==> src/rtl/axis_mash11_modulator_pkg.sv <==
// Shared types and constants for the MASH 1-1 DAC modulator.
// Holds the default width, DAC code values and sample conversion.
package mash_pkg;

  localparam int DEF_DATA_WIDTH = 16;

  // dac_code = y + 1
  localparam logic [1:0] CODE_M1 = 2'd0;
  localparam logic [1:0] CODE_0  = 2'd1;
  localparam logic [1:0] CODE_P1 = 2'd2;
  localparam logic [1:0] CODE_P2 = 2'd3;

  // Two's complement to offset binary: flip the MSB.
  function automatic logic [DEF_DATA_WIDTH-1:0] to_offset_binary(
    input logic signed [DEF_DATA_WIDTH-1:0] s
  );
    return {~s[DEF_DATA_WIDTH-1], s[DEF_DATA_WIDTH-2:0]};
  endfunction

endpackage

==> src/rtl/axis_mash11_modulator_if.sv <==
// AXI-Stream sample link from the NCO into the modulator.
// master drives tdata/tvalid, slave returns tready.
interface axis_mash11_modulator_if
  import mash_pkg::*;
#(
  parameter int DATA_WIDTH = DEF_DATA_WIDTH
);

  logic [DATA_WIDTH-1:0] tdata;
  logic                  tvalid;
  logic                  tready;

  modport master (
    output tdata,
    output tvalid,
    input  tready
  );

  modport slave (
    input  tdata,
    input  tvalid,
    output tready
  );

endinterface

==> src/rtl/axis_mash11_modulator_stage.sv <==
// First-order error-feedback accumulator with carry out.
// Ports: aclk, arst (sync, high), en, din; acc_next, carry (comb).
module mash_stage #(
  parameter int W = 16
) (
  input  logic         aclk,
  input  logic         arst,
  input  logic         en,
  input  logic [W-1:0] din,
  output logic [W-1:0] acc_next,
  output logic         carry
);

  logic [W-1:0] acc_q;
  logic [W:0]   sum;

  assign sum      = {1'b0, acc_q} + {1'b0, din};
  assign carry    = sum[W];
  assign acc_next = sum[W-1:0];

  always_ff @(posedge aclk) begin
    if (arst) begin
      acc_q <= '0;
    end else if (en) begin
      acc_q <= acc_next;
    end
  end

endmodule

==> src/rtl/axis_mash11_modulator.sv <==
// MASH 1-1 modulator: zero-order-held AXIS sample -> 2-bit DAC code.
// Ports: aclk, arst (sync, high), enable, s_axis_data (slave),
//        dac_code, dac_valid, underrun.
module axis_mash11_modulator
  import mash_pkg::*;
#(
  parameter int DATA_WIDTH = DEF_DATA_WIDTH,
  parameter int OSR_LOG2   = 6
) (
  input  logic                  aclk,
  input  logic                  arst,
  input  logic                  enable,
  axis_mash11_modulator_if.slave s_axis_data,
  output logic [1:0]            dac_code,
  output logic                  dac_valid,
  output logic                  underrun
);

  logic [OSR_LOG2-1:0]   cnt;
  logic [DATA_WIDTH-1:0] hold;
  logic [DATA_WIDTH-1:0] acc1_next;
  logic [DATA_WIDTH-1:0] acc2_next;
  logic                  c1;
  logic                  c2;
  logic                  c2_d;
  logic [1:0]            code;
  logic                  accept;

  assign s_axis_data.tready = enable & ~arst & (cnt == '0);
  assign accept = s_axis_data.tready & s_axis_data.tvalid;

  // y + 1 = c1 + c2 + (1 - c2_d); range 0..3
  assign code = {1'b0, c1} + {1'b0, c2} + {1'b0, ~c2_d};

  mash_stage #(.W(DATA_WIDTH)) u_stage1 (
    .aclk     (aclk),
    .arst     (arst),
    .en       (enable),
    .din      (hold),
    .acc_next (acc1_next),
    .carry    (c1)
  );

  // Stage 2 integrates stage 1's fresh residue in the same cycle.
  mash_stage #(.W(DATA_WIDTH)) u_stage2 (
    .aclk     (aclk),
    .arst     (arst),
    .en       (enable),
    .din      (acc1_next),
    .acc_next (acc2_next),
    .carry    (c2)
  );

  always_ff @(posedge aclk) begin
    if (arst) begin
      cnt       <= '0;
      hold      <= {1'b1, {(DATA_WIDTH-1){1'b0}}};
      c2_d      <= 1'b0;
      dac_code  <= CODE_0;
      dac_valid <= 1'b0;
      underrun  <= 1'b0;
    end else begin
      dac_valid <= enable;
      underrun  <= s_axis_data.tready & ~s_axis_data.tvalid;
      if (enable) begin
        cnt      <= cnt + OSR_LOG2'(1);
        c2_d     <= c2;
        dac_code <= code;
      end
      if (accept) begin
        hold <= to_offset_binary(s_axis_data.tdata);
      end
    end
  end

endmodule

==> src/flat_wrapper.sv <==
// flat-port wrapper written by rule: the top's interface ports become plain ports
module axis_mash11_modulator_flat import mash_pkg::*;
#(
  parameter int DATA_WIDTH = DEF_DATA_WIDTH,
  parameter int OSR_LOG2   = 6
)
  (aclk, arst, enable, dac_code, dac_valid, underrun, s_axis_data_tdata, s_axis_data_tvalid, s_axis_data_tready);
  axis_mash11_modulator_if #(.DATA_WIDTH(DATA_WIDTH)) s_axis_data_i ();
  input  logic aclk;
  input  logic arst;
  input  logic enable;
  output logic [1:0] dac_code;
  output logic dac_valid;
  output logic underrun;
  input wire logic [$bits(s_axis_data_i.tdata)-1:0] s_axis_data_tdata;
  input wire logic [$bits(s_axis_data_i.tvalid)-1:0] s_axis_data_tvalid;
  output wire logic [$bits(s_axis_data_i.tready)-1:0] s_axis_data_tready;
  assign s_axis_data_i.tdata = s_axis_data_tdata;
  assign s_axis_data_i.tvalid = s_axis_data_tvalid;
  assign s_axis_data_tready = s_axis_data_i.tready;
  axis_mash11_modulator #(.DATA_WIDTH(DATA_WIDTH), .OSR_LOG2(OSR_LOG2)) u_core (.aclk(aclk), .arst(arst), .enable(enable), .s_axis_data(s_axis_data_i), .dac_code(dac_code), .dac_valid(dac_valid), .underrun(underrun));
endmodule
==> config.mk <==
export PLATFORM = sky130hd
export DESIGN_NAME = axis_mash11_modulator_flat
export DESIGN_NICKNAME = d
export VERILOG_FILES = /design/src/rtl/axis_mash11_modulator_pkg.sv /design/src/rtl/axis_mash11_modulator_if.sv /design/src/rtl/axis_mash11_modulator_stage.sv /design/src/rtl/axis_mash11_modulator.sv /design/src/flat_wrapper.sv
export SDC_FILE = /design/constraint.sdc
export NUM_CORES = 1
export LEC_CHECK = 0
export ABC_CLOCK_PERIOD_IN_PS = 4310
export CORE_MARGIN = 1
export CORE_UTILIZATION = 40
export CTS_CLUSTER_DIAMETER = 50
export DETAILED_ROUTE_END_ITERATION = 10
export SLEW_MARGIN = 10
export SYNTH_ARGS = -nofsm -noshare
export SYNTH_HDL_FRONTEND = slang
export SYNTH_SLANG_ARGS = --single-unit
==> constraint.sdc <==
create_clock -name aclk -period 4.31 [get_ports aclk]
set_input_delay 0.431 -clock aclk [delete_from_list [all_inputs] [get_ports aclk]]
set_output_delay 0.431 -clock aclk [all_outputs]
set_load 0.05 [all_outputs]
Word-level counts from Yosys, hierarchy flattened
Cells that the tools add are included.
{"block": "totals", "output_inout_bits": 5, "inputBits": 20, "register_bits": 59, "word_cells": 22, "memories": 0, "latch_bits": 0, "ramBits": 0, "rom_bits": 0}
{"block": "classes", "addsub": 5, "shifts": 0, "n_eq_ne": 0, "mux": 0, "div": 0, "reduce_logical": 1, "order_cmp": 0, "n_bitwise": 8, "n_mul": 0}
{"op": "$add 16x16->17", "count": 2}
{"op": "$add 6x1->6 const B", "count": 1}
{"op": "$logic_not 6->1", "count": 1}
{"op": "$and 1x1->1", "count": 4}
{"op": "$not 1->1", "count": 4}
{"op": "$add 1x1->2", "count": 1}
{"op": "$add 2x1->2", "count": 1}

Longest topological paths before layout
Gate-level depths: netlist of run 1.
{"block": "depth", "ltp_word": 4, "mapped_depth": 18, "depth_no_buf": 18}

Cells and area by module
From an unflattened synthesis of run 1, not the netlist that was laid out.
{"block": "hier_totals", "cells_unflattened": 448, "hier_area_um2": 3986.3}
{"mod": "mash_stage", "area_per_inst_um2": 1402.6, "seq_area_each_um2": 320.3, "cells_per_inst": 163, "n_inst": 2}
{"mod": "axis_mash11_modulator", "area_per_inst_um2": 1181.1, "seq_area_each_um2": 540.5, "cells_per_inst": 122, "n_inst": 1}

Worst setup path before layout of run 1
OpenSTA, ideal clock, no wires.
{"block": "synth_timing", "kind": "register to register", "from": "reg u_core.u_stage1.acc_q[0]", "to": "reg u_core.dac_code[0]", "period_less_slack_ns": 3.961, "setup_time_ns": 0.120, "arrival_ns": 3.841, "path_slack_ns": 0.349, "required_time_ns": 4.190, "stages_incl_launch_ff": 18, "n_path_buf": 0, "path_cell_list": "dfxtp_1 -> ha_1 -> inv_1 -> fa_1 -> nand2b_1 -> a21o_1 -> a21oi_1 -> a31o_2 -> a31oi_1 -> xnor2_1 -> ha_1 -> and3_1 -> and4_1 -> a211o_1 -> a21oi_1 -> inv_1 -> fa_1 -> a211o_1"}
{"block": "synth_between", "elab_chain_cells": 4}
{"element": "from (decl)", "line": "axis_mash11_modulator_stage.sv:14", "rtl": "logic [W-1:0] acc_q;"}
{"element": "from (signal assigned)", "line": "axis_mash11_modulator_stage.sv:25", "rtl": "acc_q <= acc_next;"}
{"element": "$add 16x16->17", "line": "axis_mash11_modulator_stage.sv:17", "rtl": "assign sum = {1'b0, acc_q} + {1'b0, din};"}
{"element": "net u_core.acc1_next[14]", "line": "axis_mash11_modulator.sv:21", "rtl": "logic [DATA_WIDTH-1:0] acc1_next;"}
{"element": "$add 16x16->17", "line": "axis_mash11_modulator_stage.sv:17"}
{"element": "net u_core.c2", "line": "axis_mash11_modulator.sv:24", "rtl": "logic c2;"}
{"element": "$add 1x1->2", "line": "axis_mash11_modulator.sv:33", "rtl": "assign code = {1'b0, c1} + {1'b0, c2} + {1'b0, ~c2_d};"}
{"element": "$add 2x1->2", "line": "axis_mash11_modulator.sv:33"}
{"element": "net u_core.code[0]", "line": "axis_mash11_modulator.sv:26", "rtl": "logic [1:0] code;"}
{"element": "to (signal assigned)", "line": "axis_mash11_modulator.sv:68", "rtl": "dac_code <= code;"}
{"element": "to (decl)", "line": "axis_mash11_modulator.sv:14", "rtl": "output logic [1:0] dac_code,"}
The timed path passes the listed nets, and every way through them passes these cells.
A chain may end at the register's enable or synchronous reset.

Worst setup path in the final report of run 1
{"block": "layout_timing", "from": "reg u_core.hold[0]", "to": "reg u_core.dac_code[0]"}
{"block": "layout_between", "elab_chain_cells": 4}
{"element": "from (decl)", "line": "axis_mash11_modulator.sv:20", "rtl": "logic [DATA_WIDTH-1:0] hold;"}
{"element": "from (signal assigned)", "line": "axis_mash11_modulator.sv:57", "rtl": "hold <= {1'b1, {(DATA_WIDTH-1){1'b0}}};"}
{"element": "from (signal assigned)", "line": "axis_mash11_modulator.sv:71", "rtl": "hold <= to_offset_binary(s_axis_data.tdata);"}
{"element": "$add 16x16->17", "line": "axis_mash11_modulator_stage.sv:17"}
{"element": "net u_core.acc1_next[14]", "line": "axis_mash11_modulator.sv:21"}
{"element": "$add 16x16->17", "line": "axis_mash11_modulator_stage.sv:17"}
{"element": "net u_core.c2", "line": "axis_mash11_modulator.sv:24"}
{"element": "$add 1x1->2", "line": "axis_mash11_modulator.sv:33"}
{"element": "$add 2x1->2", "line": "axis_mash11_modulator.sv:33"}
{"element": "net u_core.code[0]", "line": "axis_mash11_modulator.sv:26"}
The timed path passes the listed nets, and every way through them passes these cells.

==> flow_summary.json, run 1 <==
{
  "status": "complete, but fails checks",
  "violations": "design-rule violations",
  "floorplan.die.width_um": 97.7,
  "power.leakage_nw": 1.80,
  "grt_pass1_vias": 2886,
  "initial_utilization": 0.416,
  "critPathKind": "register to register",
  "synth_flop_cell": "dfxtp_1",
  "layout_min_cycle_time_ns": 4.08,
  "cp-end-kind": "register",
  "cts_made_buffers": 9,
  "grt_max_degree": 46,
  "fp.dieH_um": 97.7,
  "power_w": 0.00126,
  "yosysUniqueCellTypes": 57,
  "worst_slack_ns": 0.234,
  "drv_cap": 0,
  "r2r_cells": 17,
  "antenna_cells": 0,
  "cts_max_level": 3,
  "synth_edf_count": 0,
  "synth-seq-cells": 59,
  "fin_tns_setup_ns": 0,
  "worst_clock_skew_ns": 0.0120,
  "worst_pin_slew_ns": 1.08,
  "grt_use_met1": 0.234,
  "reg2reg_from": "u_core.hold[0]$_SDFFE_PP0P_",
  "holdPathStages": 2,
  "post_cts_buffers": 0,
  "hold_violations": 0,
  "worst-r2r-setup-slack_ns": 0.23,
  "numPortBuffers": 24,
  "synthTopCellsByArea": "dfxtp_1, ha_1, nand2_1",
  "route.detailed.drc": 2,
  "multi_input_area_um2": 2380,
  "met3_usage": 0.0482,
  "top_level_ports": 25,
  "totalWireLength_um": 8020,
  "dp_hpwl_um": 5830,
  "regArea_um2": 1180,
  "syn_inst": 436,
  "hold_path_startpoint": "u_core.u_stage1.acc_q[15]$_SDFFE_PP0P_",
  "dr.pass1.iters": 7,
  "rows": 34,
  "grt_setup_unrepaired": "no",
  "synth_top_family_by_area": "compound AO/OA/AOI/OAI gates",
  "async_flop_share": 0,
  "min_to": "u_core.u_stage1.acc_q[15]$_SDFFE_PP0P_",
  "worst_setup_path_start_kind": "register",
  "place_congestion": 0.852,
  "cts.sinks": 59,
  "yosys.area_share.simple": 0.186,
  "coreArea_um2": 8810,
  "synthAdderAreaFrac": 0.133,
  "gr-usage-met2": 0.291,
  "grt-ovfl-total": 0,
  "synth_area_um2": 3660,
  "vias": 3059,
  "area_delta_synth_final_pct": 14.7,
  "fin_nets": 510,
  "ir_worst_vdd_uv": 173,
  "synth_compound_area_frac": 0.207,
  "cts_tree": "yes",
  "ys_warn_count": 0,
  "grt_pass1_wl_um": 13500,
  "insertion_delay_ns": 0.34,
  "drt_iter0_drc": 129,
  "clock.fmax_mhz": 245,
  "root_buffer": "clkbuf_8",
  "wl_per_cell_um": 14.2,
  "syn_avg_cell_area_um2": 8.39,
  "clk_pin_slew_ns": 0.08,
  "hp-class": "register to register",
  "fill_cells": 872,
  "drtAntennaViolNets": 0,
  "cts.path.max_buffers": 2,
  "muxShareOfSynthArea": 0.0523,
  "grt-busiest-layer": "met2",
  "preCtsSetupSlack_ns": 0.0755,
  "period_share": 0.946,
  "antenna_found_initial": 0,
  "drive_gt1_frac": 0.0742,
  "yosysSeqAreaShare": 0.323,
  "critical_path.max_fanout": 6,
  "syn_nets": 493,
  "synth_top_area_frac": 0.323,
  "required_ns": 4.54,
  "dieArea_um2": 9540,
  "grt_use_total": 0.178,
  "powerDensity_nw_per_um2": 301,
  "r2r-end": "u_core.dac_code[0]$_SDFFE_PP1P_",
  "slew_headroom": 0.279,
  "vias_per_cell": 5.40,
  "synth_top_area_cell": "dfxtp_1",
  "slew_viol_final": 0,
  "finalSetupViolations": 0,
  "arrival_ns": 4.31,
  "synthXorXnorAreaFrac": 0.0598
}
-- power breakdown --
part | switching (W) | internal [W] | leakage [nW]
clock | 0.000244 | 0.000210 | 0.0737
combinational | 0.000126 | 0.0000949 | 1.24
sequential | 0.0000164 | 0.000571 | 0.480
-- layer usage --
layer | share of wire | up-vias
li1 | - | 1601
met5 | 0 | -
met4 | 0.0075 | 0
met2 | 0.45 | 45
met3 | 0.037 | 7
met1 | 0.51 | 1406
-- synth_stat cells (all sizes together) (2+ instances only) --
master  number
dfxtp       59
xor2         9
a211o        3
and3         7
nor3         4
nand4        6
a22o         2
nand2       61
o21ai       14
a21o        10
a311o        2
o21bai       2
a211oi       7
nor2        40
and2         6
mux2i       18
a221o        5
ha          34
a41oi        2
buf          8
nor3b        2
o21a         2
inv         14
a311oi       2
a21oi       40
nor2b        5
xnor2       16
nand2b       6
o211ai       6
a31oi        4
or3          3
clkbuf      13
fa           3
nand3        5
-- worst max-delay path by stage --
| stage | start | cells past startpoint | slack, ns | to |
|---|---|---|---|---|
| 2_1_floorplan | u_core.u_stage1.acc_q[0]$_SDFFE_PP0P_ | 17 | 0.35 | u_core.dac_code[0]$_SDFFE_PP1P_ |
| 3_3_place_gp | u_core.u_stage1.acc_q[0]$_SDFFE_PP0P_ | 17 | 0.17 | u_core.dac_code[0]$_SDFFE_PP1P_ |
| 3_5_place_dp | u_core.u_stage1.acc_q[0]$_SDFFE_PP0P_ | 17 | 0.08 | u_core.dac_code[0]$_SDFFE_PP1P_ |
| 4_1_cts | u_core.u_stage1.acc_q[0]$_SDFFE_PP0P_ | 17 | 0.06 | u_core.dac_code[0]$_SDFFE_PP1P_ |
| 5_1_grt | u_core.u_stage1.acc_q[0]$_SDFFE_PP0P_ | 17 | 0.03 | u_core.dac_code[0]$_SDFFE_PP1P_ |
| 6_report | u_core.hold[0]$_SDFFE_PP0P_ | 17 | 0.23 | u_core.dac_code[0]$_SDFFE_PP1P_ |
-- stage by stage --
step | utilization | hold slack (ns) | instances | area (µm²)
2_1_floorplan | - | 0.422 | 436 | 3660
4_1_cts | 0.472 | 0.446 | 566 | 4160
3_3_place_gp | 0.452 | 0.435 | 550 | 3980
5_1_grt | 0.477 | 0.480 | 566 | 4200
6_report | 0.477 | 0.441 | 566 | 4200
3_5_place_dp | 0.452 | 0.437 | 550 | 3980
-- layout make-up --
type | instances | share of cell area
multi-input combinational | 342 | 0.566
sequential | 59 | 0.281
timing repair buffer | 27 | 0.0650
tap | 108 | 0.0322
clock buffer | 9 | 0.0295
clock inverter | 7 | 0.0131
inverter | 14 | 0.0125
-- cells by family (layout without fill, tap and decap cells) --
logic type,after synthesis,count (layout)
AND/OR/NAND/NOR,149,149
AO/OA/AOI/OAI,112,112
flip-flops,59,59
adder cells (fa/ha/maj),37,37
buffers and inverters,35,57
XOR/XNOR,25,25
multiplexers,19,19
-- worst max-delay path: stages, from the launching register on --
cell	delay [ns]
dfxtp_1	0.33
ha_1	0.16
inv_1	0.05
fa_1	0.40
nand2b_1	0.19
a21o_1	0.21
a21oi_4	0.18
a31o_4	0.21
a31oi_1	0.12
xnor2_1	0.16
ha_1	0.33
and3_1	0.23
and4_1	0.15
a211o_1	0.27
a21oi_2	0.15
inv_1	0.07
fa_1	0.44
a211o_1	0.30
-- repair_timing --
| item | 4_1_cts | 5_1_grt |
|---|---|---|
| setup endpoints to repair | 0 | 2 |
| hold buffers | 0 | 0 |
| resized for setup | 0 | 8 |
| hold endpoints to repair | 0 | 0 |
-- cells in the final DEF (no fill, tap or decap), types with 7 or more instances in the layout --
cell | synthesis | layout
clkdlybuf4s50_1 | 0 | 23
xnor2_1 | 16 | 16
o21ai_0 | 10 | 10
xor2_1 | 9 | 9
mux2i_1 | 18 | 18
inv_1 | 14 | 14
a21oi_1 | 39 | 36
nand2_1 | 61 | 61
dfxtp_1 | 59 | 59
nor2_1 | 40 | 40
clkbuf_8 | 0 | 9
a21o_1 | 10 | 10
ha_1 | 34 | 33
and3_1 | 7 | 7
-- registers in the layout, indices dropped and copies added (netlist names) --
name,flops
u_core.c2_d,1
u_core.cnt,6
u_core.dac_code,2
u_core.dac_valid,1
u_core.hold,16
u_core.u_stage1.acc_q,16
u_core.u_stage2.acc_q,16
u_core.underrun,1
Note: power is estimated with default switching activity, not from simulation.
==> run 2: changes to the inputs <==
--- a/config.mk
+++ b/config.mk
@@ -6,6 +6,7 @@
 export NUM_CORES = 1
 export LEC_CHECK = 0
 export ABC_CLOCK_PERIOD_IN_PS = 4310
+export CORE_ASPECT_RATIO = 0.5
 export CORE_MARGIN = 1
 export CORE_UTILIZATION = 40
 export CTS_CLUSTER_DIAMETER = 50
==> flow_summary.json, run 2 (synthesis gave the netlist of run 1 again) <==
{
  "worst_clock_skew_ns": 0.00661,
  "area_delta_synth_final_pct": 21.1,
  "clk_pin_slew_ns": 0.05,
  "ir_worst_vdd_uv": 194,
  "grt_max_degree": 46,
  "fp.dieH_um": 69.6,
  "r2r_cells": 17,
  "rows": 24,
  "arrival_ns": 4.25,
  "crit_path_top_delay_cell": "fa_1",
  "drive_gt1_frac": 0.0946,
  "top_level_ports": 25,
  "dp_hpwl_um": 5840,
  "required_ns": 4.53,
  "startpoint": "u_core.u_stage1.acc_q[0]$_SDFFE_PP0P_",
  "worst-r2r-setup-slack_ns": 0.28,
  "comb_power_share": 0.133,
  "layout_commonest_cell": "nand2_1",
  "coreArea_um2": 8800,
  "cts.path.max_buffers": 2,
  "p_sw_frac": 0.233,
  "wl_per_cell_um": 14.1,
  "p_seq_frac": 0.350,
  "endpoint": "u_core.dac_code[0]$_SDFFE_PP1P_",
  "power.leakage_nw": 1.93,
  "final_cell_mix": "nand2_1, dfxtp_1, nor2_1",
  "grt-ovfl-total": 0,
  "insertion_delay_ns": 0.33,
  "critical_path.max_fanout": 4,
  "cts.sinks": 59,
  "floorplan.die.width_um": 137,
  "powerDensity_nw_per_um2": 380,
  "slew_viol_final": 0,
  "crit_chain": "ha_1 > inv_1 > fa_2 > nand2b_4 > a21o_1 > a21oi_2 > a31o_2 > a31oi_1 > xnor2_1 > ha_1 > and3_1 > and4_1 > a211o_1 > a21oi_2 > inv_1 > fa_1 > a211o_1",
  "fin_util": 0.504,
  "grt_use_total": 0.193,
  "period_share": 0.936,
  "power_w": 0.00168,
  "dr.pass1.iters": 4,
  "vias_per_cell": 5.26,
  "r2r-end": "u_core.dac_code[0]$_SDFFE_PP1P_",
  "hp-class": "register to register",
  "clock.fmax_mhz": 248,
  "slew_headroom": 0.342,
  "root_buffer": "clkbuf_16",
  "drt_iter0_drc": 188,
  "hold_violations": 0,
  "vias": 3060,
  "fin_tns_setup_ns": 0,
  "drtAntennaViolNets": 0,
  "cts_made_buffers": 9,
  "cts_tree": "yes",
  "initial_utilization": 0.416,
  "holdWs_ns": 0.452,
  "critPathTopFamily": "compound AO/OA/AOI/OAI gates",
  "grt_setup_unrepaired": "no",
  "dieArea_um2": 9560,
  "power.internal_w": 0.00129,
  "layout_min_cycle_time_ns": 4.03,
  "place_congestion": 0.853,
  "antenna_found_initial": 0,
  "worst_pin_slew_ns": 0.983,
  "p_switching_w": 0.000392,
  "grt_pass1_vias": 2892,
  "antenna_cells": 0,
  "fin_nets": 517,
  "reg2reg_from": "u_core.u_stage1.acc_q[0]$_SDFFE_PP0P_",
  "finalSetupViolations": 0,
  "crit_cells": 17,
  "drv_cap": 0,
  "reg.largest.list": "u_core.hold x16, u_core.u_stage1.acc_q x16, u_core.u_stage2.acc_q x16",
  "route.detailed.drc": 0,
  "slowest_delay_ns": 0.44,
  "critPathKind": "register to register",
  "holdPathStages": 2,
  "grt_pass1_wl_um": 14100,
  "status": "complete, no violations",
  "totalWireLength_um": 8190,
  "worst_setup_path_start_kind": "register",
  "path_buf_inv": 2,
  "cts_max_level": 3,
  "holdBufCountCts": 0,
  "numPortBuffers": 24,
  "power_frac_clock": 0.517,
  "cp-end-kind": "register"
}
-- run 2: cell type report --
| cell class | instances | area (µm²) |
|---|---|---|
| Clock buffer | 11 | 233 |
| Clock inverter | 5 | 125 |
| Fill cell | 823 | 4370 |
| Inverter | 14 | 52.6 |
| Multi-Input combinational cell | 342 | 2390 |
| Sequential cell | 59 | 1180 |
| Tap cell | 117 | 146 |
| Timing Repair Buffer | 34 | 308 |
-- run 2: tightest hold or removal path, cell delays in order, from the launching register on --
cell     delay [ns]
dfxtp_1        0.31
nand2_1        0.05
nand2_1        0.04
-- run 2: worst min-delay path by stage --
stage	slack (ns)	end	start
after floorplan	0.42	u_core.u_stage1.acc_q[15]$_SDFFE_PP0P_	u_core.u_stage1.acc_q[15]$_SDFFE_PP0P_
after global placement	0.44	u_core.u_stage1.acc_q[15]$_SDFFE_PP0P_	u_core.u_stage1.acc_q[15]$_SDFFE_PP0P_
after detailed placement	0.44	u_core.u_stage1.acc_q[15]$_SDFFE_PP0P_	u_core.u_stage1.acc_q[15]$_SDFFE_PP0P_
after CTS	0.45	u_core.u_stage1.acc_q[15]$_SDFFE_PP0P_	u_core.u_stage1.acc_q[15]$_SDFFE_PP0P_
after global routing	0.49	u_core.u_stage1.acc_q[15]$_SDFFE_PP0P_	u_core.u_stage1.acc_q[15]$_SDFFE_PP0P_
final	0.45	u_core.u_stage1.acc_q[15]$_SDFFE_PP0P_	u_core.u_stage1.acc_q[15]$_SDFFE_PP0P_
-- run 2: what timing repair did --
action,4_1_cts,5_1_grt
gates resized for setup,0,11
setup buffers,0,3
setup endpoints to repair,0,2
-- run 2: layer usage --
layer	share of wire	vias to the layer above	GRT usage
met5	0	-	0
met4	0.0094	0	0.0598
met3	0.029	4	0.0526
met2	0.42	33	0.273
met1	0.54	1411	0.280
li1	-	1612	-
-- run 2: power by group through the flow --
stage               Sequential (W)  Combinational [W]  Clock (W)
finish                    0.000589           0.000224   0.000869
global route              0.000592           0.000252   0.000915
global placement          0.000600           0.000220          0
CTS                       0.000589           0.000221   0.000885
floorplan                 0.000606           0.000150          0
detailed placement        0.000600           0.000220          0
-- run 2: stage by stage --
stage	worst slack, ns	area [µm²]	std cells
after floorplan	0.349	3660	436
after global placement	0.194	4000	563
after detailed placement	0.125	4000	563
after CTS	0.109	4360	579
after global routing	0.0313	4430	582
final	0.278	4430	582
==> RTL edit 1, RTL diff (settings of run 2) <==
`DEF_DATA_WIDTH`: 16 -> 32.
--- a/src/rtl/axis_mash11_modulator_pkg.sv
+++ b/src/rtl/axis_mash11_modulator_pkg.sv
@@ -2,7 +2,7 @@
 // Holds the default width, DAC code values and sample conversion.
 package mash_pkg;
 
-  localparam int DEF_DATA_WIDTH = 16;
+  localparam int DEF_DATA_WIDTH = 32;
 
   // dac_code = y + 1
   localparam logic [1:0] CODE_M1 = 2'd0;
Interface: changed (resized s_axis_data_tdata); port bits go from 25 to 41. No check against the original RTL was run, so the function may have changed too.
==> RTL edit 1 against run 2 <==
The flow now finishes with violations (setup timing); die area up 99%; synthesized cell count up 110%; count of clock-buffer cells in the layout down 1; worst setup slack got worse by 0.39 ns; sequential cell count increased by 48; maximum frequency decreased by 8.7%; utilization rose by 1.6 points; cell area rose by 110%; total power grew 37%; via count is 130% higher; synthesized area rose by 100%; critical path depth up 4; wire length grew 150%; combinational power grew 110%.
==> RTL edit 1: results (changes against run 2) <==
----------------------------------------------------
[Outcome]
  Outcome ... finished with violations
  Failing checks ... setup timing

[Setup path]
  Biggest fanout along the worst timing path ... 3 (-1)
  Slowest cell on the critical path ... sky130_fd_sc_hd__a2111o_1
  Biggest cell delay along the critical path ... 0.49 ns (+0.05 ns)
  Data arrival, critical path ... 4.66 ns (+0.41 ns)
  Number of cells traversed by the worst register-to-register path ... 21 (+4)

[STA]
  Worst slew margin relative to its limit ... 0.217 (-0.125)
  Smallest setup slack after layout ... -0.109 ns (-0.387 ns)
  Layout Skew ... 0.0135 ns (+0.00690 ns)
  Hold WS ... 0.459 ns (+0.00623 ns)
  # setup viols final ... 2 (+2)
  Setup TNS after final layout ... -0.153 ns (-0.153 ns)

[Logic synthesis]
  Synthesized Nets ... 1037 (+110%)
  Mapped Avg Cell Area ... 7.90 µm² (-5.8%)
  Cell types with the largest area share after synthesis ... sky130_fd_sc_hd__dfxtp_1 (29%), sky130_fd_sc_hd__ha_1 (11%), sky130_fd_sc_hd__a21oi_1 (6.8%), sky130_fd_sc_hd__nand2_1 (5.8%), sky130_fd_sc_hd__mux2i_1 (5.7%)
  Ranking of synthesized cells by instance count ... sky130_fd_sc_hd__nand2_1 (114), sky130_fd_sc_hd__dfxtp_1 (107), sky130_fd_sc_hd__a21oi_1 (100)

[GRT]
  GR met2 Demand/Resource ... 0.349 (+0.0761)
  Number of global-route vias before repair ... 6647 (+130%)
  Largest net degree at the start of global routing ... 57 (+24%)
  First-pass GRT wire length ... 32600 µm (+130%)
  Fraction of met3 tracks used by global routing ... 0.0415 (-0.0112)
  Most utilized layer in the global route result ... met2

[Placed design]
  Setup slack at placement ... -0.252 ns (-0.376 ns)
  Total cell area at the placement stage ... 0.00851 mm² (+110%)
  Routability-driven placement congestion ratio ... 0.921 (+8.0%)
  Number of cells after detailed placement ... 1240 (+120%)
  Detailed-placement wirelength estimate ... 14700 µm (+150%)
  I/O Buffers ... 40 (+67%)

[Drt]
  Detailed Routing Iterations Pass 1 ... 5 (+1)
  Iteration-0 DRC count of the detailed router ... 385 (+100%)
  Post-Route M1 WL ... 9790 µm (+120%)
  Routed vias ... 7011 (+130%)
  Routed wl met3 ... 902 µm (+280%)
  Aggregate routed wire length ... 20100 µm (+150%)

[Final layout]
  Fraction of the core area covered by cells at the end of the flow ... 0.520 (+0.0159)
  Largest registers ... u_core.hold (32), u_core.u_stage1.acc_q (32), u_core.u_stage2.acc_q (32)
  Filler cell count in the final layout ... 1701 (+110%)

[Worst hold path]
  Hold path start ... u_core.hold[3]$_SDFFE_PP0P_

[Clock tree]
  Reg clk slew, reported paths ... 0.07 ns (+0.02 ns)

----------------------------------------------------
==> RTL edit 1: where the power goes <==
group,internal [W],total [W],switching [W]
logic,0.000210,0.000461,0.000251
clock network,0.000403,0.000783,0.000380
registers,0.00103,0.00106,0.0000266
total,0.00164,0.00230,0.000658
==> RTL edit 1: repair_timing <==
item,CTS,global route
pin swaps,19,42
setup buffers,8,8
gates resized for setup,22,48
cloned,0,0
endpoints found under the setup margin,7,14
==> RTL edit 1: kinds of logic after synthesis <==
logic type | Yosys count | synth area share
and+or+nand+nor | 308 | 0.193
AOI/OAI and AO/OA | 269 | 0.231
DFF | 107 | 0.291
buffers and inverters | 82 | 0.0421
adders and majority gates | 69 | 0.120
xor gates and xnor gates | 53 | 0.0630
muxes | 44 | 0.0601
==> RTL edit 1: final cells by class <==
type / count / share of cell area
flip-flops and latches: 107 / 0.233
clock buffers: 10 / 0.0260
inverters: 30 / 0.0122
multi-input cells: 743 / 0.568
repair buffers: 141 / 0.126
well taps: 234 / 0.0318
clock inverters: 3 / 0.00286
==> RTL edit 2, RTL diff (config.mk and constraints of run 2) <==
Without the edit above. Register the output `underrun` once more, with the module's reset; this adds one clock of latency there. The other outputs are not delayed to match.
--- a/src/rtl/axis_mash11_modulator.sv
+++ b/src/rtl/axis_mash11_modulator.sv
@@ -15,6 +15,8 @@
   output logic                  dac_valid,
   output logic                  underrun
 );
+
+  logic underrun_s0;
 
   logic [OSR_LOG2-1:0]   cnt;
   logic [DATA_WIDTH-1:0] hold;
@@ -58,10 +60,10 @@
       c2_d      <= 1'b0;
       dac_code  <= CODE_0;
       dac_valid <= 1'b0;
-      underrun  <= 1'b0;
+      underrun_s0 <= 1'b0;
     end else begin
       dac_valid <= enable;
-      underrun  <= s_axis_data.tready & ~s_axis_data.tvalid;
+      underrun_s0 <= s_axis_data.tready & ~s_axis_data.tvalid;
       if (enable) begin
         cnt      <= cnt + OSR_LOG2'(1);
         c2_d     <= c2;
@@ -73,5 +75,13 @@
     end
   end
 
+  always_ff @(posedge aclk) begin
+    if (arst) begin
+      underrun <= '0;
+    end else begin
+      underrun <= underrun_s0;
+    end
+  end
+
 endmodule
 
Behaviour: not the same (a bounded check fails within 4 cycles, from zero or initial values and one cycle with arst high).
==> RTL edit 2 against run 2 <==
Clock skew fell by 0.0013 ns; count of clock-buffer cells in the layout did not move; first-iteration DRC count decreased by 3.2%; via count up 1.5%; wire length grew 2.1%; total power down 1.6%; sequential cell count increased by 1; worst setup slack gained 0.13 ns; synthesized area rose by 0.82%; hold slack got worse by 0.061 ns; critical path depth increased by 1; synthesized cell count fell by 0.92%; largest cell class unchanged; cell area decreased by 2.1%.
==> RTL edit 2: results (changes against run 2) <==
----------------------------------------------------
[Setup path]
  Biggest fanout along the worst timing path ... 7 (+3)
  Register-to-Register Setup Slack ... 0.41 ns (+0.13 ns)

[Placed design]
  Routability-driven placement congestion ratio ... 0.839 (-1.6%)

[Drt]
  Post-Route M1 WL ... 4440 µm (+0.27%)
  Routed wl met3 ... 303 µm (+28%)
  Sum of met2 wire segment lengths after detailed routing ... 3540 µm (+2.3%)
  Routed wirelength normalized by instance count ... 14.6 µm (+3.8%)
  Iteration-0 DRC count of the detailed router ... 182 (-3.2%)
  Routed vias ... 3105 (+1.5%)

[GRT]
  Number of global-route vias before repair ... 2837 (-1.9%)
  First-pass GRT wire length ... 13800 µm (-2.2%)
  Global-route total usage across every layer ... 0.187 (-0.00551)

[Outcome]
  Outcome ... completed

[Logic synthesis]
  Cell types with the largest area share after synthesis ... sky130_fd_sc_hd__dfxtp_1 (33%), sky130_fd_sc_hd__ha_1 (12%), sky130_fd_sc_hd__nand2_1 (6.4%), sky130_fd_sc_hd__xnor2_1 (4.5%), sky130_fd_sc_hd__a21oi_1 (4.3%)
  Portion of the post-synthesis area used by sequential elements ... 0.326 (+0.00280)
  Cell variety after synth ... 61 (+7.0%)
  Synthesized Nets ... 489 (-0.81%)

[Worst hold path]
  Min-delay worst type ... input port to flop
  Instance count along the most critical hold path ... 3 (+1)
  Hold path start ... arst
  Endpoint of the worst hold-timing path ... u_core.dac_code[0]$_SDFFE_PP1P_

[Final layout]
  Net count of the finished layout ... 507 (-1.9%)
  Fraction of final layout cells sized beyond drive strength 1 ... 0.0703 (-0.0243)

[STA]
  Worst slew margin relative to its limit ... 0.445 (+0.103)
  Layout Skew ... 0.00533 ns (-0.00128 ns)
  Hold WS ... 0.391 ns (-0.0613 ns)

[Pwr]
  Leak Pwr ... 1.87 nW (-3.3%)
  Maximum vdd drop ... 0.223 mV (+15%)

[Floorplanning]
  Effective utilization at floorplan ... 0.418 (+0.00199)

----------------------------------------------------
## RTL edit 2: what timing repair did
action / CTS / global route
endpoints found under the hold margin: 0 / 0
buffers inserted: 0 / 1
setup endpoints to repair: 0 / 1
## RTL edit 2: cells by family after synthesis
| family | synth area share |
|---|---|
| XOR/XNOR | 0.0688 |
| AND/OR/NAND/NOR | 0.172 |
| adder cells (fa/ha/maj) | 0.132 |
| buffers and inverters | 0.0383 |
| flip-flops | 0.326 |
| AO/OA/AOI/OAI | 0.228 |
| multiplexers | 0.0356 |
## RTL edit 2: where the power goes
group | total [W] | internal [W] | switching (W)
logic | 0.000236 | 0.0000986 | 0.000137
clock network | 0.000819 | 0.000563 | 0.000256
registers | 0.000602 | 0.000584 | 0.0000175
total | 0.00166 | 0.00125 | 0.000411
## RTL edit 2: metal layers
metal / up-vias / global-route usage
met5: - / 0
met4: 0 / 0.0435
met3: 9 / 0.0574
met2: 42 / 0.276
met1: 1456 / 0.265
li1: 1598 / -
## RTL edit 2: worst max-delay path, cell delays in order, from the launching register on
cell                        delay (ns)
sky130_fd_sc_hd__dfxtp_1          0.33
sky130_fd_sc_hd__ha_1             0.16
sky130_fd_sc_hd__inv_1            0.06
sky130_fd_sc_hd__fa_1             0.42
sky130_fd_sc_hd__nor2b_2          0.17
sky130_fd_sc_hd__o2111ai_2        0.18
sky130_fd_sc_hd__a21oi_2          0.23
sky130_fd_sc_hd__nor2_1           0.09
sky130_fd_sc_hd__xnor2_1          0.14
sky130_fd_sc_hd__ha_1             0.41
sky130_fd_sc_hd__nand3_1          0.13
sky130_fd_sc_hd__o21bai_1         0.19
sky130_fd_sc_hd__o21a_1           0.20
sky130_fd_sc_hd__o21ai_1          0.22
sky130_fd_sc_hd__nand3_1          0.14
sky130_fd_sc_hd__nand2_1          0.12
sky130_fd_sc_hd__fa_1             0.41
sky130_fd_sc_hd__mux2i_1          0.13
sky130_fd_sc_hd__nand2_1          0.06
## RTL edit 2: per-stage QoR
| stage | util | cell area, µm² | cells | setup WS (ns) |
|---|---|---|---|---|
| global placement | 0.453 | 4000 | 555 | 0.457 |
| global route | 0.491 | 4340 | 572 | 0.0624 |
| floorplan | - | 3690 | 432 | 0.721 |
| CTS | 0.491 | 4330 | 571 | 0.345 |
| detailed placement | 0.453 | 4000 | 555 | 0.388 |
| finish | 0.491 | 4340 | 572 | 0.407 |
## RTL edit 2: area by class of cell
| cell class | count | area [µm²] |
|---|---|---|
| clock buffer | 11 | 233 |
| clock inverter | 5 | 100 |
| fill | 890 | 4490 |
| inverter | 13 | 48.8 |
| multi-input combinational | 338 | 2350 |
| sequential | 60 | 1200 |
| tap | 117 | 146 |
| timing repair buffer | 28 | 263 |
